### src/rtl/cnn_pkg.sv
// Shared constants and types for the CNN result path.
//   DATA_W       : width of one result word
//   LANES        : result words per vector (one per conv kernel)
//   NPIX         : result vectors per frame (26x26 valid conv on 28x28)
//   DEPTH        : default depth of the collector's vector FIFO
//   result_vec_t : one result vector, lane k in element [k]
package cnn_pkg;

  localparam int DATA_W = 32;
  localparam int LANES  = 16;
  localparam int NPIX   = 676;
  localparam int DEPTH  = 4;

  typedef logic [LANES-1:0][DATA_W-1:0] result_vec_t;

endpackage

### src/rtl/vec_fifo.sv
// Synchronous vector FIFO with a combinational head read.
//   clk, rst : clock and synchronous active-high reset
//   push     : write wdata at the tail (caller guarantees !full or same-cycle pop)
//   wdata    : vector to write
//   pop      : drop the head (caller guarantees !empty)
//   full     : DEPTH entries held
//   empty    : no entries held
//   count    : number of entries held
//   head     : oldest entry, read straight from the register array
module vec_fifo #(
  parameter int WIDTH = 512,
  parameter int DEPTH = 4,
  localparam int AW = $clog2(DEPTH),
  localparam int CW = $clog2(DEPTH) + 1
) (
  input  logic             clk,
  input  logic             rst,
  input  logic             push,
  input  logic [WIDTH-1:0] wdata,
  input  logic             pop,
  output logic             full,
  output logic             empty,
  output logic [CW-1:0]    count,
  output logic [WIDTH-1:0] head
);

  logic [WIDTH-1:0] mem [DEPTH];
  logic [AW-1:0]    wr_ptr;
  logic [AW-1:0]    rd_ptr;

  // Pointers wrap naturally because DEPTH is a power of two. A push into a
  // full FIFO only happens together with a pop, so the write lands on the
  // slot being vacated and the count stays put.
  always_ff @(posedge clk) begin
    if (rst) begin
      wr_ptr <= '0;
      rd_ptr <= '0;
      count  <= '0;
    end else begin
      if (push) wr_ptr <= wr_ptr + AW'(1);
      if (pop)  rd_ptr <= rd_ptr + AW'(1);
      case ({push, pop})
        2'b10:   count <= count + CW'(1);
        2'b01:   count <= count - CW'(1);
        default: count <= count;
      endcase
    end
  end

  // Storage is not reset; stale contents are never visible because
  // empty gates every read.
  always_ff @(posedge clk) begin
    if (push) mem[wr_ptr] <= wdata;
  end

  assign full  = (count == CW'(DEPTH));
  assign empty = (count == '0);
  assign head  = mem[rd_ptr];

endmodule

### src/rtl/cnn_result_collector.sv
// Consumer end of the CNN output interface. Captures each LANES-wide result
// vector strobed by the cnn core, buffers it in a small vector FIFO and
// serializes it as one DATA_W word per transfer, tagged with lane and pixel.
//   clk, rst   : clock and synchronous active-high reset
//   result_en  : one-cycle vector strobe from cnn (no backpressure)
//   result_vec : lane k at bits [k*DATA_W +: DATA_W]
//   out_valid  : stream word valid (FIFO not empty)
//   out_ready  : downstream accept
//   out_data   : current word (head vector, lane out_lane)
//   out_lane   : lane index of out_data
//   out_pix    : pixel index of the head vector
//   out_last   : last lane of the last pixel in the frame
//   frame_done : one-cycle pulse after the out_last word transfers
//   overflow   : sticky, a vector was dropped because the FIFO was full
//   level      : vectors currently buffered
module cnn_result_collector #(
  parameter int DATA_W = cnn_pkg::DATA_W,
  parameter int LANES  = cnn_pkg::LANES,
  parameter int DEPTH  = cnn_pkg::DEPTH,
  parameter int NPIX   = cnn_pkg::NPIX,
  localparam int LW = $clog2(LANES),
  localparam int PW = $clog2(NPIX),
  localparam int CW = $clog2(DEPTH) + 1,
  localparam int VW = LANES * DATA_W
) (
  input  logic              clk,
  input  logic              rst,
  input  logic              result_en,
  input  logic [VW-1:0]     result_vec,
  output logic              out_valid,
  input  logic              out_ready,
  output logic [DATA_W-1:0] out_data,
  output logic [LW-1:0]     out_lane,
  output logic [PW-1:0]     out_pix,
  output logic              out_last,
  output logic              frame_done,
  output logic              overflow,
  output logic [CW-1:0]     level
);

  logic              fifo_full;
  logic              fifo_empty;
  logic [VW-1:0]     head_vec;
  logic [DATA_W-1:0] head_lanes [LANES];
  logic [LW-1:0]     lane_cnt;
  logic [PW-1:0]     pix_cnt;
  logic              xfer;
  logic              lane_end;
  logic              pix_end;
  logic              pop;
  logic              push;
  logic              drop;

  // A vector may enter a full FIFO only when the head leaves in the same
  // cycle; otherwise it is lost and overflow latches.
  assign out_valid = !fifo_empty;
  assign xfer      = out_valid && out_ready;
  assign lane_end  = (lane_cnt == LW'(LANES - 1));
  assign pix_end   = (pix_cnt == PW'(NPIX - 1));
  assign pop       = xfer && lane_end;
  assign push      = result_en && (!fifo_full || pop);
  assign drop      = result_en && fifo_full && !pop;

  vec_fifo #(
    .WIDTH (VW),
    .DEPTH (DEPTH)
  ) u_fifo (
    .clk   (clk),
    .rst   (rst),
    .push  (push),
    .wdata (result_vec),
    .pop   (pop),
    .full  (fifo_full),
    .empty (fifo_empty),
    .count (level),
    .head  (head_vec)
  );

  // Split the head vector into lanes so the word select is a plain array index.
  for (genvar k = 0; k < LANES; k++) begin : g_lane
    assign head_lanes[k] = head_vec[k*DATA_W +: DATA_W];
  end

  assign out_data = head_lanes[lane_cnt];
  assign out_lane = lane_cnt;
  assign out_pix  = pix_cnt;
  assign out_last = out_valid && lane_end && pix_end;

  // Pixel numbering follows the output side, so a dropped vector never
  // consumes a pixel number.
  always_ff @(posedge clk) begin
    if (rst) begin
      lane_cnt <= '0;
      pix_cnt  <= '0;
    end else if (xfer) begin
      if (lane_end) begin
        lane_cnt <= '0;
        pix_cnt  <= pix_end ? '0 : pix_cnt + PW'(1);
      end else begin
        lane_cnt <= lane_cnt + LW'(1);
      end
    end
  end

  always_ff @(posedge clk) begin
    if (rst) begin
      overflow   <= 1'b0;
      frame_done <= 1'b0;
    end else begin
      overflow   <= overflow | drop;
      frame_done <= xfer && out_last;
    end
  end

endmodule

### config.mk
export PLATFORM = sky130hd
export DESIGN_NAME = cnn_result_collector
export DESIGN_NICKNAME = d
export VERILOG_FILES = /design/src/rtl/cnn_pkg.sv /design/src/rtl/vec_fifo.sv /design/src/rtl/cnn_result_collector.sv
export SDC_FILE = /design/constraint.sdc
export NUM_CORES = 2
export LEC_CHECK = 0
export CORE_AREA = 2 2 563 565
export DETAILED_ROUTE_END_ITERATION = 10
export DIE_AREA = 0 0 565 567
export PLACE_DENSITY = 0.37
export SLEW_MARGIN = 20
export SYNTH_ARGS = -nofsm -noshare
export SYNTH_HDL_FRONTEND = slang
export SYNTH_SLANG_ARGS = --single-unit
### constraint.sdc
create_clock -name clk -period 35.7 [get_ports clk]
set_clock_uncertainty 0.2 [all_clocks]
set_input_delay 5.355 -clock clk [delete_from_list [all_inputs] [get_ports clk]]
set_output_delay 5.355 -clock clk [all_outputs]
set_load 0.02 [all_outputs]
# Yosys cells after proc, flatten, opt, wreduce, memory -nomap -nowiden
# Memories as Yosys holds them, arrays and structs flattened. A register that Yosys moved wholly into a read port is not among the register bits.
# Index checks and enable logic that the tools add are counted.
word_totals:
  input_bits: 516
  reg_bits: 23
  latchBits: 0
  elab_cells: 47
  mem_bits_rw: 2048
  mem_bits_ro: 0
  out_inout_bits: 53
  mem_count: 1
op_classes:
  mux: 10
  multipliers: 0
  reduce_logical: 15
  n_div: 0
  bitwise: 2
  eq_ne: 5
  n_lt_le_gt_ge: 1
  n_addsub: 6
  shifts: 0
mem_list:
  columns: ["memory", "words", "word_bits", "read_ports", "rd_clocked_by_memory_dff", "wr", "line", "text"]
  rows:
  - ["u_fifo.mem", 4, 512, 1, 1, 1, "vec_fifo.sv:27", "logic [WIDTH-1:0] mem [DEPTH];"]
ops:
  columns: ["cell", "count"]
  rows:
  - ["$bmux W32 S4", 1]
  - ["$mux W32", 2]
  - ["$add A10 B1 Y10 const B", 1]
  - ["$eq A10 B10 Y1 const B", 1]
  - ["$mux W10", 1]
  - ["$logic_and A1 B1 Y1", 8]
  - ["$pmux W3 S2", 1]
  - ["$ge A5 B5 Y1 const B", 1]
  - ["$not A4 Y5", 1]
  - ["$add A2 B1 Y2 const B", 2]
  - ["$add A4 B1 Y4 const B", 1]
  - ["$eq A4 B4 Y1 const B", 1]
  - ["$mux W2", 2]
  - ["$mux W4", 1]
  - ["$add A3 B1 Y3 const B", 1]
  - ["$eq A3 B3 Y1 const B", 1]
  - ["$logic_not A1 Y1", 3]
  - ["$logic_not A3 Y1", 1]
  - ["$sub A3 B1 Y3 const B", 1]
  - ["$eq A2 B1 Y1 const B", 1]
  - ["$eq A2 B2 Y1 const B", 1]
  - ["$mux W1", 2]
  - ["$reduce_and A2 Y1", 1]
  - ["$reduce_bool A2 Y1", 1]
  - ["other kinds (2)", 2]

# Depth between registers and ports, before layout
depth:
  depth_word: 8
  depth_mapped: 12
  depth_no_buf: 11

# Modules after synthesis
# A second synthesis with hierarchy kept.
unflattened:
  hier_cells: 3080
  hier_area_um2: 78963.2
by_module_without_submodules:
  columns: ["mod", "area_per_inst_um2", "cells_per_inst", "instances", "seq_area_each_um2"]
  rows:
  - ["vec_fifo", 74472.7, 2721, 1, 61679.2]
  - ["cnn_result_collector", 4490.6, 359, 1, 320.3]

# Least setup slack after synthesis
# OpenSTA, ideal clock, no wires.
synth_path:
  kind: "input to register"
  startpoint: "input port out_ready"
  endpoint: "memory u_fifo.mem[0][0] (enable)"
  path_slack_ps: 16688
  n_path_buf: 1
  t_required_ps: 34557
  arrival_time_ps: 17868
  cell_stages: 5
  setup_ps: 943
  cell_sequence: "o31ai_1 -> or2_1 -> clkbuf_1 -> a31oi_1 -> and2_1"
synth_via:
  elab_chain_cells: 6
synth_rtl:
  columns: ["element", "line", "text"]
  rows:
  - ["start, declared", "cnn_result_collector.sv:31", "input logic out_ready,"]
  - ["$logic_and A1 B1 Y1", "cnn_result_collector.sv:57", "assign xfer = out_valid && out_ready;"]
  - ["$logic_and A1 B1 Y1", "cnn_result_collector.sv:60", "assign pop = xfer && lane_end;"]
  - ["$logic_or A1 B1 Y1", "cnn_result_collector.sv:61", "assign push = result_en && (!fifo_full || pop);"]
  - ["$logic_and A1 B1 Y1", "cnn_result_collector.sv:61", null]
  - ["$mux W1", "vec_fifo.sv:53", "if (push) mem[wr_ptr] <= wdata;"]
  - ["$mux W1 (implied by the code)", "vec_fifo.sv:53", null]
  - ["end, declared", "vec_fifo.sv:27", null]
# No other way between the ends.

==> results.json <==
{
  "status": "complete, no violations",
  "post-route-min-period_ns": 12.03,
  "synth.yosys.seq_area_share_pct": 79.11,
  "final.fill_count": 30374,
  "route.detailed.drc": 0,
  "ys.warnings.count": 0,
  "die_area_mm2": 0.3204,
  "worst_setup_path_start_kind": "flop",
  "max-cap-violations": 0,
  "io_buffers": 568,
  "cellLeakagePower_nw": 28.94,
  "criticalPathCategory": "flop to primary output",
  "worstSkewPairLatency_ns": 0.91,
  "dpl.hpwl_um": 155500,
  "layoutNonFillerInstCount": 8576,
  "worstMarginPinSlew_ns": 1.138,
  "synth_edf_count": 2048,
  "cts_setup_buffers": 0,
  "cts.root.buffer_cell": "sky130_fd_sc_hd__clkbuf_16",
  "cts-buffers-inserted": 235,
  "layout_common_cells": "sky130_fd_sc_hd__edfxtp_1, sky130_fd_sc_hd__clkdlybuf4s50_1, sky130_fd_sc_hd__mux4_2, sky130_fd_sc_hd__clkbuf_16, sky130_fd_sc_hd__mux2i_1",
  "async_reset_ff_share_pct": 0,
  "grt_first_pass_wirelength_um": 339200,
  "timing.critical_path.fanout_max": 81,
  "num_vias": 38716,
  "cts_num_sinks": 2073,
  "final.period_utilization_pct": 33.71,
  "clk_pin_slew_worst_paths_ns": 0.06,
  "overflow": 0,
  "crit_path_end_kind": "primary output",
  "slew-limit-headroom_pct": 23.47,
  "fp.coreArea_mm2": 0.3139,
  "design.portCount": 569,
  "mappedNetlistArea_mm2": 0.07837,
  "grt_pass1_vias": 39915,
  "setup_tns_ns": 0,
  "final_net_count": 4713,
  "detailedRoute.firstIterationViolations": 3049,
  "chipHeight_um": 567,
  "vias_per_cell": 4.514,
  "finalSetupViolations": 0,
  "synth_area_per_cell_um2": 22.49,
  "rsz0062_at_grt": "false",
  "syn-num-nets": 4009,
  "final_antenna_net_count": 0,
  "cts-root-to-sink-buffers": 4,
  "globalplace.congestion": 0.7103,
  "synth.ff_latch_count": 2073,
  "dr.pass1.iters": 8,
  "postCtsResizedCells": 0,
  "initial_utilization_pct": 24.96,
  "wirelength_routed_um": 249000,
  "grt_start_max_net_pins": 144,
  "holdCritPathClass": "flop to flop",
  "cp.arrival_ns": 6.48,
  "peakVddDrop_mv": 0.04381,
  "cellPowerDensity_mw_per_mm2": 56.92,
  "grt_antenna_before_repair": 141,
  "placed_cells": 8111,
  "syn2layout_area_growth_pct": 23.32,
  "cts.htree.levels": 4,
  "layout-drive-gt1-share_pct": 20.11,
  "layout_commonest_cell": "sky130_fd_sc_hd__edfxtp_1",
  "timing.fmax_mhz": 83.10,
  "die-width_um": 565,
  "synthDistinctLibCells": 53,
  "worst-endpoint-required_ns": 30.14,
  "track_usage_pct": 15.17,
  "floorplan.rows": 206,
  "dominantRegCellSynth": "sky130_fd_sc_hd__edfxtp_1",
  "cts_tree": "built",
  "post_syn_instances": 3485,
  "report.final.slew_viol_count": 0,
  "final_hold_viol_count": 0,
  "route.detailed.wl_per_inst_um": 29.03,
  "cts-hold-fix-buffers": 0
}
## per-stage QoR
| step | hold slack [ns] | worst slack [ns] | total power (W) | utilization (%) | cell area [um2] |
|---|---|---|---|---|---|
| after floorplan | 0.2847 | 16.69 | 0.003081 | - | 78370 |
| after global placement | 0.2863 | 24.21 | 0.003243 | 28.41 | 89180 |
| after detailed placement | 0.2902 | 24.21 | 0.003245 | 28.41 | 89180 |
| after CTS | 0.2989 | 23.18 | 0.005601 | 30.75 | 96550 |
| after global routing | 0.3225 | 23.07 | 0.005703 | 30.77 | 96590 |
| final | 0.2957 | 23.67 | 0.005502 | 30.79 | 96650 |
## critical path, stage by stage (launching register included)
cell	delay, ns
sky130_fd_sc_hd__dfxtp_4	0.73
sky130_fd_sc_hd__buf_4	0.80
sky130_fd_sc_hd__buf_12	0.55
sky130_fd_sc_hd__buf_4	0.72
sky130_fd_sc_hd__mux4_2	0.36
sky130_fd_sc_hd__o22ai_1	0.08
sky130_fd_sc_hd__or4_1	0.82
sky130_fd_sc_hd__a21oi_1	0.49
sky130_fd_sc_hd__clkdlybuf4s50_1	0.69
## kinds of logic (layout without fill, tap and decap cells)
group / after synthesis / in the layout / share of synthesized area, %
adder cells (fa/ha/maj): 8 / 8 / 0.1373
buffers and inverters: 199 / 1099 / 1.343
AND/OR/NAND/NOR: 220 / 220 / 1.381
other: 0 / 31 / 0
XOR/XNOR: 15 / 15 / 0.1676
flip-flops: 2073 / 2073 / 79.11
multiplexers: 601 / 601 / 14.64
AO/OA/AOI/OAI: 369 / 369 / 3.226
## synth_stat cells, types with 23 or more instances
cell | instances | area [um2]
sky130_fd_sc_hd__clkbuf_1 | 76 | 285.3
sky130_fd_sc_hd__buf_4 | 38 | 285.3
sky130_fd_sc_hd__buf_2 | 49 | 245.2
sky130_fd_sc_hd__dfxtp_1 | 25 | 500.5
sky130_fd_sc_hd__a22oi_1 | 120 | 900.9
sky130_fd_sc_hd__mux4_2 | 435 | 9797
sky130_fd_sc_hd__edfxtp_1 | 2048 | 61500
sky130_fd_sc_hd__a21oi_1 | 59 | 295.3
sky130_fd_sc_hd__nand3_1 | 32 | 160.2
sky130_fd_sc_hd__nor2_1 | 29 | 108.9
sky130_fd_sc_hd__mux2i_1 | 155 | 1551
sky130_fd_sc_hd__o22ai_1 | 116 | 725.7
sky130_fd_sc_hd__nor4_1 | 26 | 162.7
sky130_fd_sc_hd__o221ai_1 | 23 | 201.4
sky130_fd_sc_hd__nand2_1 | 75 | 281.5
## path summary, 6_finish.rpt
check                                              start                           end  slack, ns  cells after the start
worst max-delay path                                flop                  out_data[14]      23.67                      8
worst min-delay path             out_pix[1]$_SDFFE_PP0P_       out_pix[1]$_SDFFE_PP0P_       0.30                      2
worst max register to register  out_lane[0]$_SDFFE_PP0P_  u_fifo.mem[2][310]$_DFFE_PP_      28.58                     11
worst min register to register   out_pix[1]$_SDFFE_PP0P_       out_pix[1]$_SDFFE_PP0P_       0.30                      2
## per-layer routing
| layer | global-route usage (%) | part of all wire, % | vias up |
|---|---|---|---|
| met2 | 23.84 | 47 | 1146 |
| met4 | 3.195 | 1.9 | 98 |
| met1 | 21.02 | 44 | 20680 |
| li1 | - | - | 16383 |
| met5 | 0 | 0.24 | - |
| met3 | 3.933 | 6.9 | 409 |
## final cells by class
class | count | area [um2] | area share [%]
antenna | 31 | 77.57 | 0.08026
tap | 4160 | 5205 | 5.385
clock inverter | 122 | 1099 | 1.137
clock buffer | 311 | 6269 | 6.486
sequential | 2073 | 62020 | 64.17
timing repair buffer | 657 | 6499 | 6.724
inverter | 9 | 33.78 | 0.03495
multi-input combinational | 1213 | 15450 | 15.99
## report_power, final
group          internal [W]  switching [W]
registers           0.00280      0.0000237
clock network       0.00133       0.000994
logic              0.000136       0.000216
## registers in the layout, indices dropped and copies added, names as in the netlist, named ones only
| name | cells |
|---|---|
| out_lane | 4 |
| u_fifo.rd_ptr | 2 |
| u_fifo.mem | 2048 |
| u_fifo.wr_ptr | 2 |
| out_pix | 10 |
| overflow | 1 |
| u_fifo.count | 3 |
| frame_done | 1 |
(Power assumes the default switching activity.)
